[config.mk]
export PLATFORM = sky130hd
export DESIGN_NAME = note_entry
export DESIGN_NICKNAME = d
export VERILOG_FILES = /design/src/rtl/note_entry.sv
export SDC_FILE = /design/constraint.sdc
export NUM_CORES = 1
export LEC_CHECK = 0
export BUFFER_PORTS_ARGS = -buffer_cell sky130_fd_sc_hd__buf_2
export CAP_MARGIN = 30
export CORE_ASPECT_RATIO = 0.7
export CORE_MARGIN = 1
export CORE_UTILIZATION = 30
export DETAILED_ROUTE_END_ITERATION = 16
export PLACE_DENSITY = 0.53
export SETUP_SLACK_MARGIN = 0.05
export SLEW_MARGIN = 20
export SYNTH_ARGS = -nofsm -noshare
export SYNTH_HDL_FRONTEND = slang
export SYNTH_SLANG_ARGS = --single-unit
[constraint.sdc]
create_clock -name clk -period 1.3 [get_ports clk]
set_input_delay 0.13 -clock clk [delete_from_list [all_inputs] [get_ports clk]]
set_output_delay 0.13 -clock clk [all_outputs]
set_load 0.02 [all_outputs]
[src/rtl/note_entry.sv]
// note_entry: debounced "confirm note" button front end for the word recognizer.
//   Synchronizes btn/tone_sw/note_sw, debounces btn, and emits one ok pulse per
//   accepted press with the tone/note captured on that same edge.
// Ports:
//   clk, reset    - system clock, synchronous active-high reset
//   btn           - raw bouncing push-button (active-high)
//   tone_sw       - raw tone switch (1 = sharp/upper)
//   note_sw[2:0]  - raw note selector (000 = rest/end, 001..111 = C..B)
//   ok            - one-cycle pulse per accepted press
//   tone, note    - values captured with the latest ok, held between pulses
//   busy          - debounce machine active (btn_s level when debounce is off)
//   count[3:0]    - accepted presses since reset, saturating at 15
// Build option: define NOTE_ENTRY_DEBOUNCE_EN for the counter-based debounce
// FSM; otherwise ok fires on each synchronized rising edge of btn.
module note_entry #(
   parameter int DEBOUNCE_CYCLES = 50000
) (
   input  logic       clk,
   input  logic       reset,
   input  logic       btn,
   input  logic       tone_sw,
   input  logic [2:0] note_sw,
   output logic       ok,
   output logic       tone,
   output logic [2:0] note,
   output logic       busy,
   output logic [3:0] count
);

   // Two-flop synchronizers for all raw inputs.
   logic       btn_m, btn_s;
   logic       tone_m, tone_s;
   logic [2:0] note_m, note_s;

   always_ff @(posedge clk) begin
      if (reset) begin
         btn_m  <= 1'b0;
         btn_s  <= 1'b0;
         tone_m <= 1'b0;
         tone_s <= 1'b0;
         note_m <= 3'b000;
         note_s <= 3'b000;
      end else begin
         btn_m  <= btn;
         btn_s  <= btn_m;
         tone_m <= tone_sw;
         tone_s <= tone_m;
         note_m <= note_sw;
         note_s <= note_m;
      end
   end

   // press is high in the cycle before ok: the edge that raises ok also
   // captures tone/note and bumps count.
   logic press;

`ifdef NOTE_ENTRY_DEBOUNCE_EN
   typedef enum logic [1:0] {
      IDLE         = 2'd0,
      PRESS_WAIT   = 2'd1,
      PRESSED      = 2'd2,
      RELEASE_WAIT = 2'd3
   } state_t;

   localparam logic [15:0] LIMIT    = 16'(DEBOUNCE_CYCLES);
   localparam logic [15:0] LIMIT_M1 = 16'(DEBOUNCE_CYCLES - 1);

   state_t      state, state_nxt;
   logic [15:0] cnt, cnt_nxt;

   always_ff @(posedge clk) begin
      if (reset) begin
         state <= IDLE;
         cnt   <= 16'd0;
      end else begin
         state <= state_nxt;
         cnt   <= cnt_nxt;
      end
   end

   always_comb begin
      state_nxt = state;
      cnt_nxt   = cnt;
      case (state)
         IDLE: begin
            if (btn_s) begin
               state_nxt = PRESS_WAIT;
               cnt_nxt   = 16'd1;
            end else begin
               cnt_nxt = 16'd0;
            end
         end
         PRESS_WAIT: begin
            if (!btn_s) begin
               state_nxt = IDLE;
               cnt_nxt   = 16'd0;
            end else if (cnt >= LIMIT) begin
               state_nxt = PRESSED;
               cnt_nxt   = 16'd0;
            end else begin
               cnt_nxt = cnt + 16'd1;
            end
         end
         PRESSED: begin
            state_nxt = RELEASE_WAIT;
            cnt_nxt   = 16'd0;
         end
         RELEASE_WAIT: begin
            // Any high sample restarts the release window; the edge whose
            // increment would reach the limit returns to IDLE instead.
            if (btn_s) begin
               cnt_nxt = 16'd0;
            end else if (cnt >= LIMIT_M1) begin
               state_nxt = IDLE;
               cnt_nxt   = 16'd0;
            end else begin
               cnt_nxt = cnt + 16'd1;
            end
         end
         default: begin
            state_nxt = IDLE;
            cnt_nxt   = 16'd0;
         end
      endcase
   end

   assign press = (state_nxt == PRESSED);
   assign busy  = (state != IDLE);
`else
   // Two extra stages delay edge detection so ok lands one cycle after
   // edge 3 of the first high sample of btn.
   logic btn_d, btn_d2;

   always_ff @(posedge clk) begin
      if (reset) begin
         btn_d  <= 1'b0;
         btn_d2 <= 1'b0;
      end else begin
         btn_d  <= btn_s;
         btn_d2 <= btn_d;
      end
   end

   assign press = btn_d & ~btn_d2;
   assign busy  = btn_s;
`endif

   // Registered outputs shared by both builds.
   always_ff @(posedge clk) begin
      if (reset) begin
         ok    <= 1'b0;
         tone  <= 1'b0;
         note  <= 3'b000;
         count <= 4'd0;
      end else begin
         ok <= press;
         if (press) begin
            tone <= tone_s;
            note <= note_s;
            if (count != 4'd15) begin
               count <= count + 4'd1;
            end
         end
      end
   end

endmodule

# Yosys cells after proc, flatten, opt, wreduce, memory -nomap -nowiden
# Cells that the tools add are included.
[totals]
ff_bits = 21
in_bits = 7
[op_classes]
add_sub_neg = 1
n_eq_ne = 1
n_bitwise = 2
n_reduce_logical = 1
[ops]
columns = ["cell", "n"]
rows = [
  ["$add A4 B1 Y4 const B", 1],
  ["$ne A4 B4 Y1 const B", 1],
  ["$reduce_and A2 Y1", 1],
  ["$and A1 B1 Y1", 1],
  ["$not A1 Y1", 1],
]

# Logic depth before layout (Yosys ltp)
# Gate-level depths: netlist (run 1).
[logic_depth]
ltp_word = 3
depth_mapped = 4
depth_no_buf = 4

# Worst setup path before layout (run 1)
# No wires, ideal clock.
[synth_path]
path_kind = "reg2reg"
startpoint = "reg count[0]"
endpoint = "reg count[0]"
setup_ns = 0.121
t_arrival_ns = 1.195
required_time_ns = 1.179
setup_slack_ns = -0.016
path_stages_with_launch = 4
n_path_buf = 0
cell_sequence = "dfxtp_1 ha_1 a31oi_4 mux2_4"
[synth_between]
elab_chain_cells = 2
elab_cells_between_ends = 3
classes_between = "add/sub: 1; eq/ne: 1; reduce/logical: 1"
[synth_lines]
columns = ["element", "line_no", "text"]
rows = [
  ["start, declared", "27", "output logic [3:0] count"],
  ["start signal, assigned", "161", "count <= count + 4'd1;"],
  ["branches (longest 2 deep; another with $add A4 B1 Y4)", "-", ""],
]
# Parallel ways; which one is timed is not known.
# A chain may end at the register's enable or synchronous reset.

# Worst setup path after layout (run 1)
# Same ends and word-level chain as after synthesis.

==> qor.txt, run 1 <==
Status: completed
Slew Viols, Final: 0
Worst flop-to-flop path endpoint: count[0]
Library cells used by synthesis: 18
Die width: 60.18 µm
Antenna diodes: 0
Syn-to-layout area delta: 20.95%
Post-synth ARST share: 0%
Multi-input logic area: 272.8 µm²
FF+latch count, synth: 21
Clock latency on the worst-skew pair: 0.30 ns
WL final: 1.175 mm
Slowest cell on the critical path: dfxtp_4
Reg area: 425.4 µm²
FMAX: 0.8562 GHz
Buf/Inv on CP: 0
Cell Chain, Critical Path: ha_2 > a31oi_4 > mux2_4
Pre-CTS setup slack: 0.1014 ns
Average size of a mapped cell: 10.61 µm²
Row Count: 14
Worst EP arrival: 1.37 ns
CP Launch Type: flip-flop
GPL Wtd Cong: 0.7231
Routed WL per cell: 9.958 µm
Final ANT Viol Nets: 0
Syn Nets: 75
Worst slew pin tran: 0.2553 ns
Int Power: 0.8064 mW
Register area share after synthesis: 59.15%
DRC viols: 0
Worst-path fanout max: 6
Gr ovfl total: 0
CTS Hold Bufs: 0
Layout cell share with drive strength beyond 1: 31.40%
Final Util: 39.26%
Initial antenna violation count: 0
Clock transition at path regs: 0.11 ns
Critical Path RT: 1.50 ns
GR Util All Layers: 10.71%
Delay-heaviest family, CP: flip-flops
Cells after synthesis: 67
Setup Skew: 0.006895 ns
Hold worst-path end: note_m[1]
Buffers on Ports: 16
Synth top area cells: dfxtp_1, nor2b_1, nand2_1
Final period utilization: 89.84%
Iter 0 DRT Violations: 12
Synthesis warning total: 0
R2r worst-path depth: 3
Post-DP HPWL: 845.6 µm
Overall Power: 1.023 mW
Core Box Area: 0.002190 mm²
Via count: 483
P per Cell Area: 1190 mW/mm²
CP endpoint kind: flip-flop
Hold Path Origin: note_sw[1]
CP max stage delay: 0.38 ns
Maximum capacitance violations: 0
Largest area contributor in the netlist: dfxtp_1
Top cell type's share of synthesized area: 59.15%
Root Driver: clkbuf_4
CTS Buf Count: 3
First-pass DRT Iterations: 3
DR vias/cell: 4.093
First-pass GRT wire length: 1.966 mm
EDFF count, synth: 0
RSZ-0062 raised after global routing: false
Hold Path Class: input port to flip-flop
Relative slew slack: 82.96%
Initial core utilization: 32.46%
Crit Path Class: flip-flop to flip-flop
Deepest clock path buffer count: 2
Cell count after placement: 114
Chip Height: 42.72 µm
Worst reg2reg path startpoint: count[0]
Min Hold Slack: 0.03446 ns
Final nets: 95
Net Sw Frac: 21.18%
Hold Path Depth: 2
Setup TNS: 0 ns
Final setup fails: 0
R2R setup slack: 0.13 ns
Finished Cell Area: 859.6 µm²
Sw Pwr: 0.2167 mW
Static leakage: 0.3483 nW
CTS H-tree lvls: 1
I/O pin cnt: 17
Post-Synthesis Cell Area: 710.7 µm²
CTS Sinks: 21
Clock power share: 29.6%
Worst VDD drop: 0.0004832 V
Sequential power share: 65.1%
Non-filler cells in the finished layout: 118
Comb power frac: 5.3%
Min Tclk post-route: 1.168 ns
Top-count cell post-synth: dfxtp_1
Setup slack after layout: 0.1321 ns
Vias in the first global route: 431
Placed inst area: 830.8 µm²
Fillcell total: 242
Die area: 0.002571 mm²
Post-CTS Setup Bufs: 0
Largest net degree at the start of global routing: 15
Final Hold Viols: 0
CTS tree: done
Most frequent cells after synthesis: dfxtp_1, nor2b_1, nand2_1, a21oi_1
Ys flop type: dfxtp_1
Post-CTS sizing: 0
## layer usage
metal  global-route usage (%)  vias to the layer above  share of wire, %
li1                         -                      258                 -
met3                    5.488                        0               6.4
met5                        0                        -                 0
met2                    14.95                       13                40
met1                    13.83                      212                53
met4                    4.186                        0                 0
## worst max path at each step
stage	start	end	slack (ns)	cells after the start
6_report	count[0]	count[0]	0.13	3
5_1_grt	count[2]	count[2]	0.09	1
4_1_cts	count[0]	count[0]	0.09	3
3_5_place_dp	count[0]	count[0]	0.10	3
3_3_place_gp	count[0]	count[0]	0.13	3
2_1_floorplan	count[0]	count[0]	0.09	3
## power groups by stage
stage	registers, mW	logic [mW]	clock network, mW
6_report	0.667	0.0542	0.302
5_1_grt	0.669	0.0607	0.355
4_1_cts	0.668	0.0550	0.326
3_5_place_dp	0.683	0.0551	0
3_3_place_gp	0.682	0.0547	0
2_1_floorplan	0.686	0.0315	0
## cells in the final DEF (no fill, tap or decap), drive strengths merged
| master | instances |
|---|---|
| mux2 | 1 |
| clkbuf | 4 |
| nor2 | 2 |
| nand3 | 1 |
| a211oi | 1 |
| dfxtp | 21 |
| a21oi | 5 |
| and2b | 1 |
| mux2i | 1 |
| nor2b | 13 |
| nor3 | 3 |
| ha | 1 |
| a31oi | 1 |
| a41oi | 1 |
| buf | 18 |
| nand2 | 9 |
| nand2b | 3 |
## registers in the layout (all words and copies together), names as in the netlist
| name | cells |
|---|---|
| count | 4 |
| note | 3 |
| note_m | 3 |
| note_s | 3 |
| btn_d | 1 |
| btn_d2 | 1 |
| btn_m | 1 |
| busy | 1 |
| ok | 1 |
| tone | 1 |
| tone_m | 1 |
| tone_s | 1 |
## area by class of cell
cell class / instances / share of cell area [%]
tap: 32 / 4.658
multi-input combinational: 43 / 31.73
sequential: 21 / 49.49
clock buffer: 4 / 3.057
timing repair buffer: 18 / 11.06
## cell families after synthesis
| family | count (synthesis) | share of synthesized area, % |
|---|---|---|
| compound gates | 8 | 8.803 |
| fa+ha+maj | 1 | 1.760 |
| buf+inv | 3 | 2.816 |
| simple gates | 32 | 23.94 |
| flops | 21 | 59.15 |
| mux | 2 | 3.521 |
(Power assumes the default switching activity.)
==> run 2, diff against run 1 <==
Settings changed: PLACE_DENSITY 0.53 to 0.51.
Clock period 1.3 ns to 1.23 ns, I/O delays scaled along.
==> run 2 against run 1 <==
- sequential power grew 5.7%
- cell area up 1.2%
- setup slack lost 0.056 ns
- largest cell class unchanged
==> qor.txt, run 2 (synthesis results as in run 1) <==
Most common cell after layout, fill and taps aside: dfxtp_1
WL final: 1.130 mm
Clock power share: 29.2%
Final Hold Viols: 0
RSZ-0062 raised after global routing: false
Chip Height: 42.72 µm
Sw Pwr: 0.2244 mW
Fillcell total: 223
Die area: 0.002571 mm²
Routed WL per cell: 9.576 µm
Relative slew slack: 81.66%
Worst slew pin tran: 0.2751 ns
Largest register FFs: 4
Crit Path Class: flip-flop to flip-flop
Syn-to-layout area delta: 22.36%
Antenna diodes: 0
Clock latency on the worst-skew pair: 0.29 ns
Sequential power share: 65.4%
I/O pin cnt: 17
M1 WL: 537 µm
Reg area: 425.4 µm²
First-pass DRT Iterations: 4
Hold Path Class: input port to flip-flop
Deepest clock path buffer count: 2
Static leakage: 0.3485 nW
GPL Wtd Cong: 0.7358
Final period utilization: 93.79%
Critical Path RT: 1.42 ns
Min Tclk post-route: 1.154 ns
Cell count after placement: 114
Clock transition at path regs: 0.11 ns
Final nets: 95
Buffers on Ports: 16
GR Util All Layers: 10.92%
Largest net degree at the start of global routing: 17
DR vias/cell: 4.314
Min Hold Slack: 0.02913 ns
CTS Sinks: 21
Worst VDD drop: 0.0007162 V
CTS tree: done
First-pass GRT wire length: 2.056 mm
Final ANT Viol Nets: 0
Post-DP HPWL: 811.5 µm
Worst-path fanout max: 6
Maximum capacitance violations: 0
Largest register by flop count: count
Setup Skew: 0.005698 ns
Via count: 509
Slew Viols, Final: 0
Gr ovfl total: 0
Root Driver: clkbuf_4
Max layer used: met3
Status: completed
Int Power: 0.8525 mW
FMAX: 0.8669 GHz
CTS Buf Count: 3
Initial core utilization: 32.46%
Setup TNS: 0 ns
Net Sw Frac: 20.84%
Iter 0 DRT Violations: 21
P per Cell Area: 1238 mW/mm²
Final Util: 39.71%
Core Box Area: 0.002190 mm²
Row Count: 14
CTS H-tree lvls: 1
WL met3: 86 µm
Die width: 60.18 µm
CP endpoint kind: flip-flop
Vias in the first global route: 488
Comb power frac: 5.4%
DRC viols: 0
Final setup fails: 0
Most frequent cells in the layout: dfxtp_1, buf_2, nor2b_1
Multi-input logic area: 282.8 µm²
Worst EP arrival: 1.35 ns
CP Launch Type: flip-flop
Metal2 WL: 505 µm
Layout cell share with drive strength beyond 1: 31.40%
Initial antenna violation count: 0
Overall Power: 1.077 mW
Non-filler cells in the finished layout: 118
R2R setup slack: 0.08 ns
==> run 2: cell type report <==
class | count | share of cell area [%]
Sequential cell | 21 | 48.92
Multi-Input combinational cell | 43 | 32.52
Timing Repair Buffer | 18 | 10.94
Tap cell | 32 | 4.604
Clock buffer | 4 | 3.022
==> run 2: timing repair <==
action	in CTS	in global routing
buffers inserted	0	0
endpoints found under the setup margin	1	0
hold buffers	0	0
resized for setup	1	0
==> run 2: path summary, 6_finish.rpt <==
check,start,endpoint,cells after the start
max reg2reg,count[0],count[0],3
min,note_sw[0],note_m[0],2
max,count[0],count[0],3
min reg2reg,note_s[2],note[2],2
==> run 2: power by group through the flow <==
stage,logic (mW),registers [mW],clock network [mW]
5_1_grt,0.0653,0.708,0.359
2_1_floorplan,0.0335,0.726,0
3_5_place_dp,0.0592,0.722,0
4_1_cts,0.0594,0.705,0.330
3_3_place_gp,0.0583,0.722,0
6_report,0.0581,0.705,0.314
==> run 2: per-stage QoR <==
step                      worst slack, ns  cell area, µm²
after floorplan                   0.05619           725.7
after global placement            0.08679           840.8
after detailed placement          0.04000           840.8
after CTS                         0.07465           869.6
after global routing              0.05178           869.6
final                             0.07640           869.6
==> run 2: layer usage <==
metal	GRT usage [%]	vias to the layer above
met5	0	-
met4	2.791	0
met3	5.488	0
met2	16.48	21
met1	13.69	229
li1	-	259
==> run 2: critical path, cell delays in order (launching register included) <==
cell and delay [ns]:
dfxtp_4 0.39, ha_4 0.18, a31oi_4 0.17, mux2_4 0.31
==> run 3, diff against run 2 <==
Settings changed: CORE_MARGIN 1 to 2, SETUP_SLACK_MARGIN 0.05 to 0.2.
==> run 3 against run 2 <==
- non-clock buffer count increased by 6
- via count increased by 2.6%
- highest routed layer unchanged
- largest power group unchanged
- maximum frequency increased by 6.3%
- global-route usage decreased by 1.1 points
==> qor.txt, run 3 (synthesis results as in run 1) <==
Pre-CTS setup slack: 0.1149 ns
Largest register FFs: 4
Worst EP arrival: 1.28 ns
Largest register by flop count: count
I/O pin cnt: 17
Static leakage: 0.3883 nW
Min Hold Slack: 0.02678 ns
Vias in the first global route: 477
CTS Hold Bufs: 0
Most common cell after layout, fill and taps aside: dfxtp_1
Row Count: 14
Hold Path Origin: note_sw[1]
FMAX: 0.9215 GHz
Cell Chain, Critical Path: ha_4 > a31oi_4 > mux2_4
First-pass DRT Iterations: 3
Clock power share: 28.9%
Placed inst area: 853.3 µm²
Setup Skew: 0.007018 ns
Initial antenna violation count: 0
Comb power frac: 6.1%
GPL Wtd Cong: 0.6630
CP max stage delay: 0.37 ns
Setup TNS: 0 ns
Hold Path Class: input port to flip-flop
Final nets: 101
Worst slew pin tran: 0.2114 ns
Sequential power share: 65.0%
First-pass GRT wire length: 2.056 mm
WL final: 1.222 mm
CP Launch Type: flip-flop
Final Util: 43.66%
Final Hold Viols: 0
Final period utilization: 88.23%
Net Sw Frac: 20.79%
Syn-to-layout area delta: 34.51%
Worst VDD drop: 0.0006432 V
Slew Viols, Final: 0
Relative slew slack: 85.72%
GR Util All Layers: 9.775%
Initial core utilization: 32.46%
Die width: 62.18 µm
Routed WL per cell: 9.855 µm
Antenna diodes: 0
Finished Cell Area: 955.9 µm²
CTS Buf Count: 3
Most frequent cells in the layout: dfxtp_1, buf_2, nor2b_1
Min Tclk post-route: 1.085 ns
Worst reg2reg path startpoint: count[1]
Deepest clock path buffer count: 2
Largest net degree at the start of global routing: 16
Status: completed
Post-DP HPWL: 823.1 µm
Gr ovfl total: 0
CTS Sinks: 21
Chip Height: 44.72 µm
Core Box Area: 0.002190 mm²
R2R setup slack: 0.14 ns
Maximum capacitance violations: 0
Final setup fails: 0
Setup slack after layout: 0.1448 ns
Iter 0 DRT Violations: 7
Die area: 0.002780 mm²
Layout cell share with drive strength beyond 1: 42.39%
Worst-path fanout max: 2
CP endpoint kind: flip-flop
Root Driver: clkbuf_4
Clock transition at path regs: 0.11 ns
Crit Path Class: flip-flop to flip-flop
DR vias/cell: 4.210
Clock latency on the worst-skew pair: 0.29 ns
DRC viols: 0
CTS H-tree lvls: 1
Crit. Startpoint: count[1]
Sw Pwr: 0.2241 mW
RSZ-0062 raised after global routing: true
Int Power: 0.8537 mW
P per Cell Area: 1127 mW/mm²
CTS tree: done
Via count: 522
Critical Path RT: 1.42 ns
Final ANT Viol Nets: 0
Buffers on Ports: 16
Slowest cell on the critical path: dfxtp_4
run 3: changes by cell type in the layout (fill, tap and decap cells not counted), moves of 2 or more:
cell     previous run  this run
buf_2              16        14
buf_4               2         9
dfxtp_1            19        16
dfxtp_4             1         3
run 3: what timing repair did:
action,in CTS,in global routing
endpoints found under the setup margin,3,8
buffers inserted,2,4
resized for setup,1,9
pin swaps,0,2
run 3: power groups by stage:
stage | Combinational, mW | Clock (mW) | Sequential, mW
after floorplan | 0.0343 | 0 | 0.723
after global placement | 0.0592 | 0 | 0.718
after detailed placement | 0.0596 | 0 | 0.719
after CTS | 0.0628 | 0.328 | 0.703
after global routing | 0.0746 | 0.360 | 0.703
final | 0.0659 | 0.312 | 0.700
run 3: layout make-up:
type                       count  area, µm²
sequential                    21      434.2
tap                           32      40.04
timing repair buffer          24      148.9
clock buffer                   4      26.28
multi-input combinational     43      306.5
fill                         219       1234
run 3: critical path: cells and delay by family, from the launching register on:
kind | cells | cell delay, ns
AOI/OAI and AO/OA | 1 | 0.14
muxes | 1 | 0.31
DFF | 1 | 0.37
adders and majority gates | 1 | 0.16
run 3: routing by layer:
layer / global-route usage [%] / vias to the layer above / share of wire [%] / wire length, µm
met3: 5.486 / 0 / 6.4 / 78
met2: 15.22 / 12 / 43 / 526
met4: 1.333 / 0 / 0 / 0
met5: 0 / - / 0 / 0
li1: - / 270 / - / -
met1: 12.38 / 240 / 50 / 617
run 3: path summary, 6_finish.rpt:
| check | endpoint | cells after the start |
|---|---|---|
| worst max-delay path | count[0] | 3 |
| worst min-delay path | note_m[1] | 2 |
| worst max register to register | count[0] | 3 |
| worst min register to register | note_s[0] | 1 |
run 3: per-stage QoR:
step / total power, mW / std cells
6_report: 1.078 / 124
4_1_cts: 1.093 / 120
3_3_place_gp: 0.7774 / 114
5_1_grt: 1.138 / 124
2_1_floorplan: 0.7570 / 67
3_5_place_dp: 0.7786 / 114
